**src/rtl/isp_2dnr_cfg.sv**
```systemverilog
// 2DNR difference/weight LUT config: shadow tables are validated for monotonic differences,
// then swapped into the active tables on the next vsync rising edge (never mid-frame).
module isp_2dnr_cfg #(
  parameter int BITS        = 8,
  parameter int WEIGHT_BITS = 5,
  parameter int LUT_SIZE    = 15
) (
  input  logic                            pclk,
  input  logic                            rst_n,
  input  logic                            in_vsync,
  input  logic                            cfg_wr,
  input  logic [4:0]                      cfg_addr,
  input  logic [BITS-1:0]                 cfg_wdata,
  input  logic                            cfg_commit,
  output logic [LUT_SIZE*BITS-1:0]        diff_value,
  output logic [LUT_SIZE*WEIGHT_BITS-1:0] weight,
  output logic [1:0]                      cfg_state,
  output logic                            cfg_wr_rej,
  output logic                            cfg_err,
  output logic                            cfg_applied,
  output logic [15:0]                     frame_cnt
);

  typedef enum logic [1:0] {
    S_IDLE  = 2'd0,
    S_CHECK = 2'd1,
    S_ARMED = 2'd2
  } state_t;

  localparam logic [4:0] LUT_N    = 5'(LUT_SIZE);
  localparam logic [3:0] IDX_LAST = 4'(LUT_SIZE - 2);

  state_t                 r_state, w_state_nxt;
  logic [3:0]             r_idx;
  logic                   r_chk_ok;
  logic                   r_err;
  logic                   r_wr_rej;
  logic                   r_applied;
  logic [15:0]            r_frame_cnt;
  logic                   r_vsync_d;
  logic [BITS-1:0]        r_sh_diff  [LUT_SIZE];
  logic [WEIGHT_BITS-1:0] r_sh_wt    [LUT_SIZE];
  logic [BITS-1:0]        r_act_diff [LUT_SIZE];
  logic [WEIGHT_BITS-1:0] r_act_wt   [LUT_SIZE];

  logic w_addr_ok, w_wr_ok, w_wr_diff, w_wr_wt, w_vs_rise, w_cmp_ok;
  logic w_start, w_chk_done, w_apply;

  // Bit 4 selects the weight bank; the low nibble must land inside the LUT.
  assign w_addr_ok = ({1'b0, cfg_addr[3:0]} < LUT_N);
  assign w_wr_ok   = cfg_wr && (r_state == S_IDLE) && w_addr_ok;
  assign w_wr_diff = w_wr_ok && !cfg_addr[4];
  assign w_wr_wt   = w_wr_ok && cfg_addr[4];
  assign w_vs_rise = in_vsync && !r_vsync_d;
  assign w_cmp_ok  = (r_sh_diff[r_idx] <= r_sh_diff[r_idx + 4'd1]);

  always_ff @(posedge pclk) begin
    if (!rst_n) r_state <= S_IDLE;
    else        r_state <= w_state_nxt;
  end

  always_comb begin
    w_state_nxt = r_state;
    w_start     = 1'b0;
    w_chk_done  = 1'b0;
    w_apply     = 1'b0;
    case (r_state)
      S_IDLE: begin
        if (cfg_commit) begin
          w_start     = 1'b1;
          w_state_nxt = S_CHECK;
        end
      end
      S_CHECK: begin
        if (r_idx == IDX_LAST) begin
          w_chk_done  = 1'b1;
          w_state_nxt = (r_chk_ok && w_cmp_ok) ? S_ARMED : S_IDLE;
        end
      end
      S_ARMED: begin
        if (w_vs_rise) begin
          w_apply     = 1'b1;
          w_state_nxt = S_IDLE;
        end
      end
      default: w_state_nxt = S_IDLE;
    endcase
  end

  always_ff @(posedge pclk) begin
    if (!rst_n) begin
      r_idx       <= 4'd0;
      r_chk_ok    <= 1'b1;
      r_err       <= 1'b0;
      r_wr_rej    <= 1'b0;
      r_applied   <= 1'b0;
      r_frame_cnt <= 16'd0;
      r_vsync_d   <= 1'b0;
    end else begin
      r_vsync_d <= in_vsync;
      r_wr_rej  <= cfg_wr && !w_wr_ok;
      r_applied <= w_apply;
      if (w_vs_rise) r_frame_cnt <= r_frame_cnt + 16'd1;
      if (w_start) begin
        r_idx    <= 4'd0;
        r_chk_ok <= 1'b1;
        r_err    <= 1'b0;
      end else if (r_state == S_CHECK) begin
        r_idx    <= r_idx + 4'd1;
        r_chk_ok <= r_chk_ok && w_cmp_ok;
        if (w_chk_done && !(r_chk_ok && w_cmp_ok)) r_err <= 1'b1;
      end
    end
  end

  // Active tables follow the shadow only on the apply cycle.
  always_ff @(posedge pclk) begin
    if (!rst_n) begin
      for (int k = 0; k < LUT_SIZE; k++) begin
        r_sh_diff[k]  <= BITS'(4 * k);
        r_act_diff[k] <= BITS'(4 * k);
        r_sh_wt[k]    <= WEIGHT_BITS'(LUT_SIZE - 1 - k);
        r_act_wt[k]   <= WEIGHT_BITS'(LUT_SIZE - 1 - k);
      end
    end else begin
      if (w_wr_diff) r_sh_diff[cfg_addr[3:0]] <= cfg_wdata;
      if (w_wr_wt)   r_sh_wt[cfg_addr[3:0]]   <= cfg_wdata[WEIGHT_BITS-1:0];
      if (w_apply) begin
        r_act_diff <= r_sh_diff;
        r_act_wt   <= r_sh_wt;
      end
    end
  end

  for (genvar g = 0; g < LUT_SIZE; g++) begin : g_pack
    assign diff_value[BITS*g +: BITS]             = r_act_diff[g];
    assign weight[WEIGHT_BITS*g +: WEIGHT_BITS]   = r_act_wt[g];
  end

  assign cfg_state   = r_state;
  assign cfg_wr_rej  = r_wr_rej;
  assign cfg_err     = r_err;
  assign cfg_applied = r_applied;
  assign frame_cnt   = r_frame_cnt;

endmodule

```
**config.mk**
```make
export PLATFORM = sky130hd
export DESIGN_NAME = isp_2dnr_cfg
export DESIGN_NICKNAME = d
export VERILOG_FILES = /design/src/rtl/isp_2dnr_cfg.sv
export SDC_FILE = /design/constraint.sdc
export NUM_CORES = 1
export LEC_CHECK = 0
export ABC_CLOCK_PERIOD_IN_PS = 8470
export CAP_MARGIN = 20
export CORE_ASPECT_RATIO = 0.5
export CORE_MARGIN = 2
export CORE_UTILIZATION = 45
export DETAILED_ROUTE_END_ITERATION = 12
export PLACE_DENSITY_LB_ADDON = 0.12
export RECOVER_POWER = 25
export SLEW_MARGIN = 20
export SYNTH_ARGS = -nofsm -noshare
export SYNTH_HDL_FRONTEND = slang
export SYNTH_SLANG_ARGS = --single-unit
```
**constraint.sdc**
```tcl
create_clock -name pclk -period 8.47 [get_ports pclk]
set_clock_uncertainty 0.1 [all_clocks]
set_input_delay 2.1175 -clock pclk [delete_from_list [all_inputs] [get_ports pclk]]
set_output_delay 2.1175 -clock pclk [all_outputs]
set_load 0.01 [all_outputs]
```
* Yosys cells after proc, flatten, opt, wreduce, memory -nomap -nowiden
Index checks and enable logic that the tools add are counted.
Widths: inputs -> output; s select.
** Operators by class
- $add $sub $neg :: 2
- $mul :: 0
- Div/mod/pow operators :: 0
- Order comparisons :: 6
- Equality and inequality tests :: 6
- Shift-type cells :: 0
- Muxes and demuxes :: 23
- Bitwise operators :: 4
- Reduce and logical (&&, ||, !) cells :: 17
** Operator list (number)
- $bwmux 120 :: 1
- $bwmux 75 :: 1
- $bmux 8 s4 :: 2
- $mux 8 :: 5
- $demux 8 s4 :: 1
- $demux 5 s4 :: 1
- $add 16x1->16 const B :: 1
- $ge 5x5->1 const B :: 3
- $not 4->5 :: 3
- $logic_and 1x1->1 :: 9
- $le 8x8->1 :: 1
- $mux 2 :: 4
- $mux 1 :: 6
- $ne 2x2->1 const B :: 3
- $pmux 2 s3 :: 1
- $lt 5x1->1 const B :: 1
- $mux 5 :: 1
- $add 4x1->4 const B :: 1
- $eq 4x4->1 const B :: 1
- $logic_not 1->1 :: 4
- $lt 4x4->1 const B :: 1
- $reduce_and 3->1 :: 1
- $eq 2x1->1 const B :: 1
- $eq 2x2->1 const B :: 1
- other kinds (4) :: 4
** Storage, ports and cells
- Flip-flop bits (word level) :: 417
- Bits in latches :: 0
- Memory bits (writable) :: 0
- ROM bits :: 0
- Input port bits :: 18
- Output and inout port bits :: 216
- Logic and storage cells :: 126
- Memories kept :: 0

* Longest topological paths before layout
- Depth after elaboration :: 10
- Mapped depth :: 16
- Mapped depth without buffers :: 13

* Least setup slack after synthesis
Ideal clock, no wire load.
- Path kind :: register to register
- Start point :: register r_idx[1]
- End point :: register r_err, in the netlist cfg_err
- Library setup time :: 0.132 ns
- Data arrival time :: 3.790 ns
- Required time :: 8.238 ns
- Path slack :: 4.448 ns
- Cell stages (with the launch flop) :: 16
- Buffers on the path :: 4
- Clock period less this slack :: 4.022 ns
- Path through :: dfxtp_1 > buf_2 > buf_2 > inv_1 > ha_1 > clkbuf_1 > clkbuf_1 > mux4_2 > mux4_2 > inv_1 > ha_1 > nor2b_1 > o211ai_1 > a21oi_1 > o22ai_1 > a311oi_1
** On the way
- Word-level cells in the longest chain between the ends :: 10
- Elaborated cells on any way between the ends :: 17
- Classes of those cells :: add/sub: 1; order compare: 1; eq/ne: 1; mux: 8; bitwise: 2; reduce/logical: 4
** RTL lines
- start, declared :: line 34 : logic [3:0] r_idx;
- start signal, assigned :: line 109 : r_idx <= r_idx + 4'd1;
- $add 4x1->4 :: line 55 : assign w_cmp_ok = (r_sh_diff[r_idx] <= r_sh_diff[r_idx + 4'd1]);
- $not 4->5 (not written as such) :: line 55
- $bmux 8 s4 :: line 55
- $mux 8 (not written as such) (2 in series) :: line 55
- $le 8x8->1 :: line 55
- $logic_and 1x1->1 :: line 111 : if (w_chk_done && !(r_chk_ok && w_cmp_ok)) r_err <= 1'b1;
- $logic_not 1->1 :: line 111
- $logic_and 1x1->1 (*) :: line 111
- $reduce_and 2->1 (no line) (*)
- end signal, assigned :: line 94 : r_err <= 1'b0;
- end signal, assigned :: line 107 : r_err <= 1'b0;
- end signal, assigned :: line 111
- end, declared :: line 36 : logic r_err;
Mark *: on every way between the ends. The rest lies on a longest branch, timed or not. The select of a mux whose other input is x is not followed.
A chain may end at the register's enable or synchronous reset.

* Worst setup path in the final report
- Start point :: input port in_vsync
- End point :: register r_act_diff (netlist bit diff_value[75])
** On the way
- Word-level cells in the longest chain between the ends :: 3
** RTL lines
- start, declared :: line 10 : input logic in_vsync,
- $logic_and 1x1->1 :: line 54 : assign w_vs_rise = in_vsync && !r_vsync_d;
- $mux 1 :: line 81 : if (w_vs_rise) begin
- $mux 1 :: line 67 : case (r_state)
- end signal, assigned by index :: line 121 : r_act_diff[k] <= BITS'(4 * k);
- end signal, assigned :: line 129 : r_act_diff <= r_sh_diff;
- end, declared :: line 43 : logic [BITS-1:0] r_act_diff [LUT_SIZE];
No other way between the ends.

==> reports/results.tsv <==
stage	metric	value	unit
status	outcome	finished with violations	
status	violations	max-capacitance violations, max-slew violations	
hold_path	hp-class	reg -> reg	
cts	clk_pin_slew	70	ps
place	dpl-instance-area	0.02032	mm²
critical_path	r2r_end	cfg_err	
logic_synthesis	synth_top_area_cell	dfxtp_1	
critical_path	cp-startpoint	in_vsync	
global_routing	grt_pass1_wl	79070	µm
logic_synthesis	avgSynthCellArea	9.032	µm²
logic_synthesis	synth_area_leaders	dfxtp_1, nand2_1, a21boi_0, mux4_2, nand3_1	
cts	post_cts_buffers	0	
logic_synthesis	synthFlopType	dfxtp_1	
place	io_buffers	233	
sta	slew_headroom	-117.9	%
sta	slew_violations	226	
logic_synthesis	yosysTopAreaCellShare	47.21	%
power_and_ir_drop	p_switching	907.6	µW
floorplanning	die_x	284.4	µm
logic_synthesis	async_flop_share	0	%
logic_synthesis	synth_cell_types	42	
floorplanning	core_area	0.03880	mm²
power_and_ir_drop	pwr-share-clk	45.1	%
sta	layout_setup_ws	2512	ps
critical_path	crit_arrival	6310	ps
cts	htreeDepth	2	
sta	rsz0062_at_grt	no	
critical_path	ff2ff_path_depth	13	
cts	cts_resized	0	
drt	first_pass_iters	5	
logic_synthesis	synth_seq_area_share	47.21	%
critical_path	crit_buf_inv	2	
critical_path	path_class	in -> reg	
cts	cts_tree	done	
critical_path	end_kind	flip-flop	
critical_path	crit_chain	dlygate4sd3_1 -> nand2b_1 -> nor3b_4 -> clkbuf_2 -> nand2_1 -> a21boi_0	
sta	max_freq	167.8	MHz
layout	final.fill_count	3630	
logic_synthesis	synth_warnings	0	
logic_synthesis	synth_edf_count	0	
critical_path	critical_path_depth	6	
power_and_ir_drop	power_density	184.2	mW/mm²
critical_path	crit_slowest_cell	clkbuf_2	
critical_path	path_delay_family	buffers and inverters	
place	routabilityCongestion	0.8923	
drt	drt-initial-drc-count	1229	
power_and_ir_drop	vdd_drop_max	0.0001203	V
floorplanning	die-area	0.04100	mm²
sta	fin_crit_sh	70.34	%
power_and_ir_drop	combPwrFrac	5.1	%
drt	routed_wl	50900	µm
global_routing	antenna_found_initial	0	
layout	syn_to_final_growth	22.06	%
logic_synthesis	synth_nets	1987	
critical_path	worst-path-max-fanout	151	
global_routing	grt_pass1_vias	13730	
layout	num-nets-final	2129	
logic_synthesis	syn-cell-area	0.01768	mm²
cts	clk_latency	540	ps
critical_path	crit_end	diff_value[75]	
place	dp_hpwl	32540	µm
cts	cts_buffers	39	
drt	wl_per_cell	19.16	µm
sta	worstMarginPinSlew	3269	ps
drt	drcViolationCount	0	
sta	setup_viol	0	
sta	hold_viol_final	0	
critical_path	r2r-start	r_idx[0]	
place	dp_slack	3740	ps
power_and_ir_drop	power.internal	3070	µW
sta	period_minus_slack	5958	ps
floorplanning	start_util	45.58	%
power_and_ir_drop	switching_share	22.82	%
drt	vias	14480	
critical_path	cp_data_required_time	8820	ps
logic_synthesis	netlist_instances	1958	
floorplanning	ios	234	
critical_path	rrSetupSlack	4120	ps
cts	cts_root_buffer	clkbuf_16	
critical_path	cpPeakStageDelay	2230	ps
drt	ant_nets	0	
power_and_ir_drop	power.leakage	0.007790	µW
cts	numClockSinks	417	
cts	ctsHoldBuffers	0	
global_routing	grt_max_degree	177	
layout	drive_gt1_share	7.710	%
drt	drt-vias-per-instance	5.450	
job	maxCapViolCount	2	
critical_path	critPathLaunchType	input pin	
power_and_ir_drop	seq_power_share	49.8	%
floorplanning	die_h	144.2	µm
logic_synthesis	ys_ff_latch	417	
sta	fin_setup_tns	0	ps
layout	n_antenna_cell	0	
cts	cts.path.max_buffers	3	
global_routing	track_usage	24.46	%
global_routing	grt_overflow	0	
floorplanning	rows	51	
layout	stdcell_area	0.02159	mm²
## Yosys cell counts, types with 2 or more instances
| master | count |
|---|---|
| nand2_1 | 582 |
| dfxtp_1 | 417 |
| a21boi_0 | 204 |
| nand3_1 | 198 |
| clkbuf_1 | 128 |
| mux2i_1 | 98 |
| nor2b_1 | 65 |
| mux4_2 | 58 |
| buf_2 | 19 |
| o21ai_0 | 19 |
| a21boi_1 | 17 |
| nor2_1 | 16 |
| and2_1 | 15 |
| inv_1 | 12 |
| xnor2_1 | 12 |
| ha_1 | 11 |
| buf_1 | 9 |
| nand4_1 | 9 |
| mux2_2 | 8 |
| o211ai_1 | 7 |
| xor2_1 | 7 |
| a21oi_1 | 5 |
| and3_1 | 4 |
| nand2b_1 | 4 |
| nand4b_1 | 4 |
| nor3_1 | 4 |
| mux4_1 | 3 |
| nand3b_1 | 3 |
| nor2_2 | 3 |
| nor3b_2 | 3 |
| and4_1 | 2 |
| nor3b_1 | 2 |
## final cells by class
type | instances | area, µm² | area share (%)
flip-flops and latches | 417 | 8352 | 38.69
repair buffers | 257 | 2506 | 11.61
clock buffers | 58 | 1180 | 5.466
inverters | 12 | 45.04 | 0.2087
clock inverters | 10 | 102.6 | 0.4753
multi-input cells | 1373 | 8737 | 40.48
well taps | 530 | 663.1 | 3.072
## power by group through the flow
stage          clock network (µW)  registers [µW]  logic [µW]
5_1_grt                      1910            1980         216
6_report                     1790            1980         203
2_1_floorplan                   0            2020         142
3_3_place_gp                    0            2030         201
4_1_cts                      1820            1980         202
3_5_place_dp                    0            2030         202
## state kept, by name (all words and copies together), names as in the netlist
signal / count
cfg_applied: 1
cfg_wr_rej: 1
cfg_state: 2
r_sh_diff: 120
frame_cnt: 16
cfg_err: 1
r_sh_wt: 75
r_idx: 4
weight: 75
r_chk_ok: 1
diff_value: 120
r_vsync_d: 1
## cells by family (layout without fill, tap and decap cells)
logic type,Yosys count,count (layout),synth area share (%)
flip-flops,417,417,47.21
multiplexers,167,167,13.89
XOR/XNOR,19,19,0.9410
AO/OA/AOI/OAI,258,258,10.66
AND/OR/NAND/NOR,918,918,22.83
adder cells (fa/ha/maj),11,11,0.7783
buffers and inverters,168,337,3.700
## worst min-delay path by stage
stage	startpoint	to	depth (start not counted)
finish	r_sh_wt[61]	weight[11]	2
floorplan	r_sh_wt[52]	weight[22]	2
global placement	r_sh_wt[52]	weight[22]	2
CTS	r_sh_wt[52]	weight[22]	2
global route	r_sh_wt[61]	weight[11]	2
detailed placement	r_sh_wt[52]	weight[22]	2
## through the flow
stage | instances | utilization [%] | total power [µW] | hold WS, ps
after floorplan | 1958 | - | 2160 | 330.1
after global placement | 2589 | 52.36 | 2227 | 340.2
after detailed placement | 2589 | 52.38 | 2227 | 341.6
after CTS | 2657 | 55.69 | 4007 | 353.7
after global routing | 2657 | 55.64 | 4103 | 377.6
final | 2657 | 55.64 | 3977 | 346.2
## tightest hold or removal path, cell delays in order, from the launching register on
cell and delay (ps):
dfxtp_1 310, nand2_1 50, a21boi_1 50
## layer usage
metal	global-route usage [%]	wire, µm	vias to the layer above
li1	-	-	6893
met1	32.79	22280	7081
met2	40.37	24030	426
met3	5.095	3467	78
met4	6.427	1061	2
met5	1.071	50	-
## layout by cell type, fill, tap and decap left out, types with 2 or more instances in the layout
cell type	instances
mux4_2	58
ha_1	11
xnor2_1	12
mux2_2	8
clkdlybuf4s50_1	97
o21ai_0	19
inv_1	12
clkbuf_16	41
a21boi_1	16
a21boi_0	205
mux2i_1	98
nand2b_1	4
dfxtp_1	416
nor3_2	2
nand4_1	9
buf_4	20
a21oi_1	5
nor2_2	3
clkbuf_1	10
nand3b_1	3
bufinv_16	2
nand2_1	582
and4_1	2
clkinv_2	7
nor2_1	16
nand4b_1	4
nor3_1	2
xor2_1	6
nor3b_4	3
o211ai_1	7
clkbuf_8	9
and2_1	14
mux4_1	3
dlygate4sd3_1	134
nor2b_1	65
and3_1	4
nand3_1	198
Power figures use the tool's default switching activity.
